[config.mk]
export PLATFORM = sky130hd
export DESIGN_NAME = reg_write_arbiter
export DESIGN_NICKNAME = d
export VERILOG_FILES = /design/src/rtl/reg_write_arbiter_pkg.sv /design/src/rtl/byte_reg.sv /design/src/rtl/reg_write_arbiter.sv
export SDC_FILE = /design/constraint.sdc
export NUM_CORES = 1
export LEC_CHECK = 0
export ABC_AREA = 1
export BUFFER_PORTS_ARGS = -buffer_cell sky130_fd_sc_hd__buf_4
export CAP_MARGIN = 20
export CORE_MARGIN = 1.5
export CORE_UTILIZATION = 46
export DETAILED_ROUTE_END_ITERATION = 10
export PLACE_DENSITY = 0.85
export SLEW_MARGIN = 0
export SYNTH_ARGS = -nofsm -noshare
export SYNTH_HDL_FRONTEND = slang
export SYNTH_SLANG_ARGS = --single-unit
export TNS_END_PERCENT = 5
[constraint.sdc]
create_clock -name clk -period 1.35 [get_ports clk]
set_input_delay 0.27 -clock clk [delete_from_list [all_inputs] [get_ports clk]]
set_output_delay 0.27 -clock clk [all_outputs]
set_load 0.02 [all_outputs]
[src/rtl/reg_write_arbiter_pkg.sv]
// Shared definitions for the two-requester register write arbiter:
// default data width, write-count width, FSM state encoding, requester
// index encoding and the round-robin winner selection helper.
package reg_write_arbiter_pkg;

   localparam int unsigned DATA_W_DEF = 8;
   localparam int unsigned CNT_W      = 8;

   // IDLE: no grant issued last cycle; GRANTED: a grant pulse is out this cycle
   typedef enum logic {
      ST_IDLE    = 1'b0,
      ST_GRANTED = 1'b1
   } state_t;

   typedef enum logic {
      REQ_0 = 1'b0,
      REQ_1 = 1'b1
   } req_idx_t;

   // Single eligible requester wins; on a tie the one not granted last wins
   function automatic req_idx_t pick_winner(input logic     elig0,
                                            input logic     elig1,
                                            input req_idx_t last);
      req_idx_t win;
      if (elig0 && elig1) begin
         win = (last == REQ_0) ? REQ_1 : REQ_0;
      end else if (elig1) begin
         win = REQ_1;
      end else begin
         win = REQ_0;
      end
      return win;
   endfunction

endpackage

[src/rtl/byte_reg.sv]
// Storage element for the shared register: DATA_W bits, synchronous
// active-high reset, load enable.
// Ports:
//   clk    - clock
//   reset  - synchronous active-high reset, clears q
//   load   - capture d at the rising edge
//   d      - data to capture
//   q      - stored value
module byte_reg
   import reg_write_arbiter_pkg::*;
#(
   parameter int unsigned DATA_W = DATA_W_DEF
)
(
   input  logic              clk,
   input  logic              reset,
   input  logic              load,
   input  logic [DATA_W-1:0] d,
   output logic [DATA_W-1:0] q
);

   logic [DATA_W-1:0] r_q;

   // Register with reset priority over load
   always_ff @(posedge clk) begin
      if (reset) begin
         r_q <= '0;
      end else if (load) begin
         r_q <= d;
      end
   end

   assign q = r_q;

endmodule

[src/rtl/reg_write_arbiter.sv]
// Single-cycle round-robin arbiter granting two requesters write access
// to one shared DATA_W register.
// Ports:
//   clk       - clock, all state changes on the rising edge
//   reset     - synchronous active-high reset
//   req0/d0   - requester 0 write request (level) and data
//   req1/d1   - requester 1 write request (level) and data
//   lock      - freezes the shared register, no grants while high
//   gnt0/gnt1 - one-cycle pulse: that requester's data was written
//   q         - shared register contents
//   q_valid   - high once any write completed since reset
//   wr_count  - completed writes, modulo 256
module reg_write_arbiter
   import reg_write_arbiter_pkg::*;
#(
   parameter int unsigned DATA_W = DATA_W_DEF
)
(
   input  logic              clk,
   input  logic              reset,
   input  logic              req0,
   input  logic [DATA_W-1:0] d0,
   input  logic              req1,
   input  logic [DATA_W-1:0] d1,
   input  logic              lock,
   output logic              gnt0,
   output logic              gnt1,
   output logic [DATA_W-1:0] q,
   output logic              q_valid,
   output logic [CNT_W-1:0]  wr_count
);

   state_t            r_state;
   req_idx_t          r_last;
   logic              r_gnt0;
   logic              r_gnt1;
   logic              r_valid;
   logic [CNT_W-1:0]  r_count;

   logic              w_elig0;
   logic              w_elig1;
   logic              w_load;
   req_idx_t          w_winner;
   logic [DATA_W-1:0] w_wdata;

   // A requester holding its grant pulse this cycle sits out the next arbitration
   assign w_elig0  = req0 & ~r_gnt0;
   assign w_elig1  = req1 & ~r_gnt1;
   assign w_winner = pick_winner(w_elig0, w_elig1, r_last);
   assign w_load   = ~lock & (w_elig0 | w_elig1);
   assign w_wdata  = (w_winner == REQ_1) ? d1 : d0;

   byte_reg #(
      .DATA_W (DATA_W)
   ) u_byte_reg (
      .clk   (clk),
      .reset (reset),
      .load  (w_load),
      .d     (w_wdata),
      .q     (q)
   );

   // Grant FSM with registered grant pulses, round-robin pointer and write stats
   always_ff @(posedge clk) begin
      if (reset) begin
         r_state <= ST_IDLE;
         r_last  <= REQ_1;
         r_gnt0  <= 1'b0;
         r_gnt1  <= 1'b0;
         r_valid <= 1'b0;
         r_count <= '0;
      end else begin
         r_gnt0 <= 1'b0;
         r_gnt1 <= 1'b0;
         if (w_load) begin
            r_gnt0  <= (w_winner == REQ_0);
            r_gnt1  <= (w_winner == REQ_1);
            r_last  <= w_winner;
            r_valid <= 1'b1;
            r_count <= r_count + CNT_W'(1);
         end
         case (r_state)
            ST_IDLE: begin
               if (w_load) begin
                  r_state <= ST_GRANTED;
               end
            end
            ST_GRANTED: begin
               // Back-to-back grants only happen when the other requester wins
               r_state <= (w_load && (w_winner != r_last)) ? ST_GRANTED : ST_IDLE;
            end
            default: begin
               r_state <= ST_IDLE;
            end
         endcase
      end
   end

   assign gnt0     = r_gnt0;
   assign gnt1     = r_gnt1;
   assign q_valid  = r_valid;
   assign wr_count = r_count;

endmodule

==> results.md <==
- CTS Hold Bufs: 0
- GR Layer Usage met3: between 4 and 5%
- Routability cong.: 0.790
- Distinct cells, synth: 21
- CTS resizes: 0
- Post-DP HPWL: approximately 1600 um
- Top_reg_cell synth: dfxtp_1
- Antenna cells: 0
- GRT Total Usage: 19.3%
- Worst Setup Slack, final: 0.120 ns
- CTS tree: done
- Max-cap viol count: 0
- Most frequent CP cell: nand2_1
- CP endpoint kind: register
- Area grow syn2layout: 36.9%
- Largest net degree at the start of global routing: 12
- RSZ-0062 raised after global routing: no
- Total overflow reported by the global router: 0
- Max Slew Vio Count: 0
- DR vias: 918
- Leak pwr: 0.642 nW
- Crit-path cells: ha_1 -> nand2_1 -> nor2_1 -> xor2_1 -> nand2_1 -> a21oi_1
- Post-Syn Nets: 150
- Crit Path Class: register to register
- Worst min-delay path category: input pin to register
- Worst Max-Slew Pin Slew: 0.294 ns
- Syn Area/Cell: approximately 7.3 sq um
- Routed wire per std cell: 10.3 um
- PortBufs: 39
- Status: finished clean
- Vias per cell: 4.66
- Post-route DRC: 0
- Final Cycle Share: 91.1%
- Min cycle time layout: 1.23 ns
- Dpl ws: roughly 0.14 ns
- Yosys warning count: 0
- Worst VDD drop: 0.000710 V
- CP required: 1.58 ns
- Final hold vios: 0
- ANT nets after route: 0
- Root Driver: clkbuf_4
- Worst-path clk slew: 0.10 ns
- # fillers: 178
- Worst Path Max Fanout: 5
- First-pass GRT wire length: 3130 um
- GRT Max-Usage Layer: met2
- Post-Synthesis Cells: 128
- Met1 Resource Use GR: 23.6%
- FP Rows: 16
- Vias in the first global route: a little under 800
- # Post-CTS Setup Buffers: 0
- Worst setup SP type: register
- Final Routed Wirelength: 2020 um
- Register area share after synthesis: 42.8%
- Critical path arrival: 1.46 ns
- CTS max path bufs: 2
- CTS Sinks: 20
- Die Y-Extent: around 48 um
- Initial Utilization: ~48%
- Clock skew: ~0.0011 ns
- Fmax achieved: 0.813 GHz
- # IOs: 40
- Final net count: 194
- Initial antenna violation count: 0
- Ys async rst share: 0%
- DIE AREA: 0.00231 sq mm
- Cell Area, Synth: 936 sq um
- Yosys reg bits: 20
- Final setup vio count: 0
- Final TNS setup: 0 ns
- Slew HR: 80.3%
- Htree depth: 1
- Fraction of layout cells with a size suffix above 1: 35.9%
- Power Density: 910 mW/mm^2
- Core box area: around 0.0019 sq mm
- EDFF count, synth: 0
- Clock Latency Late Sink: approximately 0.29 ns
- CP max stage cell: dfxtp_1
- CP max stage delay: 0.41 ns
- Detailed Route Iter0 Violations: 15
- GR Layer Usage met2: 33.1%
- Width of the die: 48.1 um
- Router iterations before antenna repair: 4
- Cts bufs inserted: 3
worst paths after layout:
check	from	endpoint	slack (ns)	cells past startpoint
max	wr_count[1]$_SDFFE_PP0P_	wr_count[4]$_SDFFE_PP0P_	0.12	6
min reg2reg	u_byte_reg.q[7]$_SDFFE_PP0P_	u_byte_reg.q[7]$_SDFFE_PP0P_	0.46	2
min	reset	wr_count[4]$_SDFFE_PP0P_	0.17	2
max reg2reg	wr_count[1]$_SDFFE_PP0P_	wr_count[4]$_SDFFE_PP0P_	0.12	6
cell usage after synthesis (2+ instances only):
master	count	area (sq um)
a21oi_1	3	15.0
dfxtp_1	20	400
inv_1	16	60.1
inv_2	3	11.3
nand2_1	40	150
nand2_2	5	31.3
nand2_4	2	22.5
nand3_1	11	55.1
nor2_1	10	37.5
nor2_4	3	33.8
nor3_1	2	10.0
o21ai_0	3	15.0
o21ai_2	2	17.5
cells by family (layout without fill, tap and decap cells):
logic type / Yosys count / after routing / synth area share [%]
flops: 20 / 20 / 42.8
buf+inv: 21 / 63 / 9.49
simple gates: 75 / 75 / 38.9
compound gates: 10 / 10 / 6.55
xor+xnor: 1 / 1 / 0.936
fa+ha+maj: 1 / 1 / 1.34
power breakdown:
part	internal (W)	leakage [nW]	switching (W)	total, W
combinational	0.000112	0.465	0.000136	0.000248
clock	0.000104	0.0138	0.000171	0.000274
sequential	0.000623	0.163	0.0000214	0.000644
total	0.000839	0.642	0.000328	0.00117
worst max-delay path, delay by kind of cell (launching register included):
kind / cells / cell delay [ns]
AO/OA/AOI/OAI: 1 / 0.12
XOR/XNOR: 1 / 0.16
flip-flops: 1 / 0.41
AND/OR/NAND/NOR: 3 / 0.28
adder cells (fa/ha/maj): 1 / 0.19
cells in the final DEF (no fill, tap or decap):
master	count
nor2_1	10
inv_4	1
nor2_4	3
o21ai_2	2
o21ai_1	1
a21oi_2	1
dfxtp_1	20
buf_4	40
nand4_1	1
nand3_4	1
nor3_1	2
xor2_1	1
nand2_4	2
inv_1	16
nand2_1	40
clkbuf_4	3
nand3_1	11
a21oi_1	3
ha_1	1
o21ai_0	3
inv_2	3
nand2_2	5
routing by layer:
layer | routed length [um] | vias up | share of wire (%)
met3 | 124 | 0 | 6.1
met1 | 871 | 404 | 43
met5 | 0 | - | 0
met4 | 0 | 0 | 0
li1 | - | 477 | -
met2 | 1030 | 37 | 51
stage by stage:
stage | cell area (sq um) | hold slack (ns) | total power [W] | util (%) | std cells
after floorplan | 936 | 0.339 | 0.000793 | - | 128
after global placement | 1260 | 0.444 | 0.000900 | 64.8 | 194
after detailed placement | 1260 | 0.452 | 0.000906 | 64.8 | 194
after CTS | 1280 | 0.160 | 0.00118 | 66.0 | 197
after global routing | 1280 | 0.163 | 0.00122 | 66.0 | 197
final | 1280 | 0.168 | 0.00117 | 66.0 | 197
flip-flops by register name (all words and copies together) (netlist names):
name          cells
wr_count          8
gnt1              1
gnt0              1
q_valid           1
u_byte_reg.q      8
r_last            1
final cells by class:
cell class,count,area (sq um),share of cell area (%)
Timing Repair Buffer,40,300,23.4
Sequential cell,20,400,31.2
Multi-Input combinational cell,87,447,34.9
Inverter,20,77.6,6.05
Tap cell,27,33.8,2.64
Clock buffer,3,22.5,1.76
Note: power is estimated with default switching activity, not from simulation.
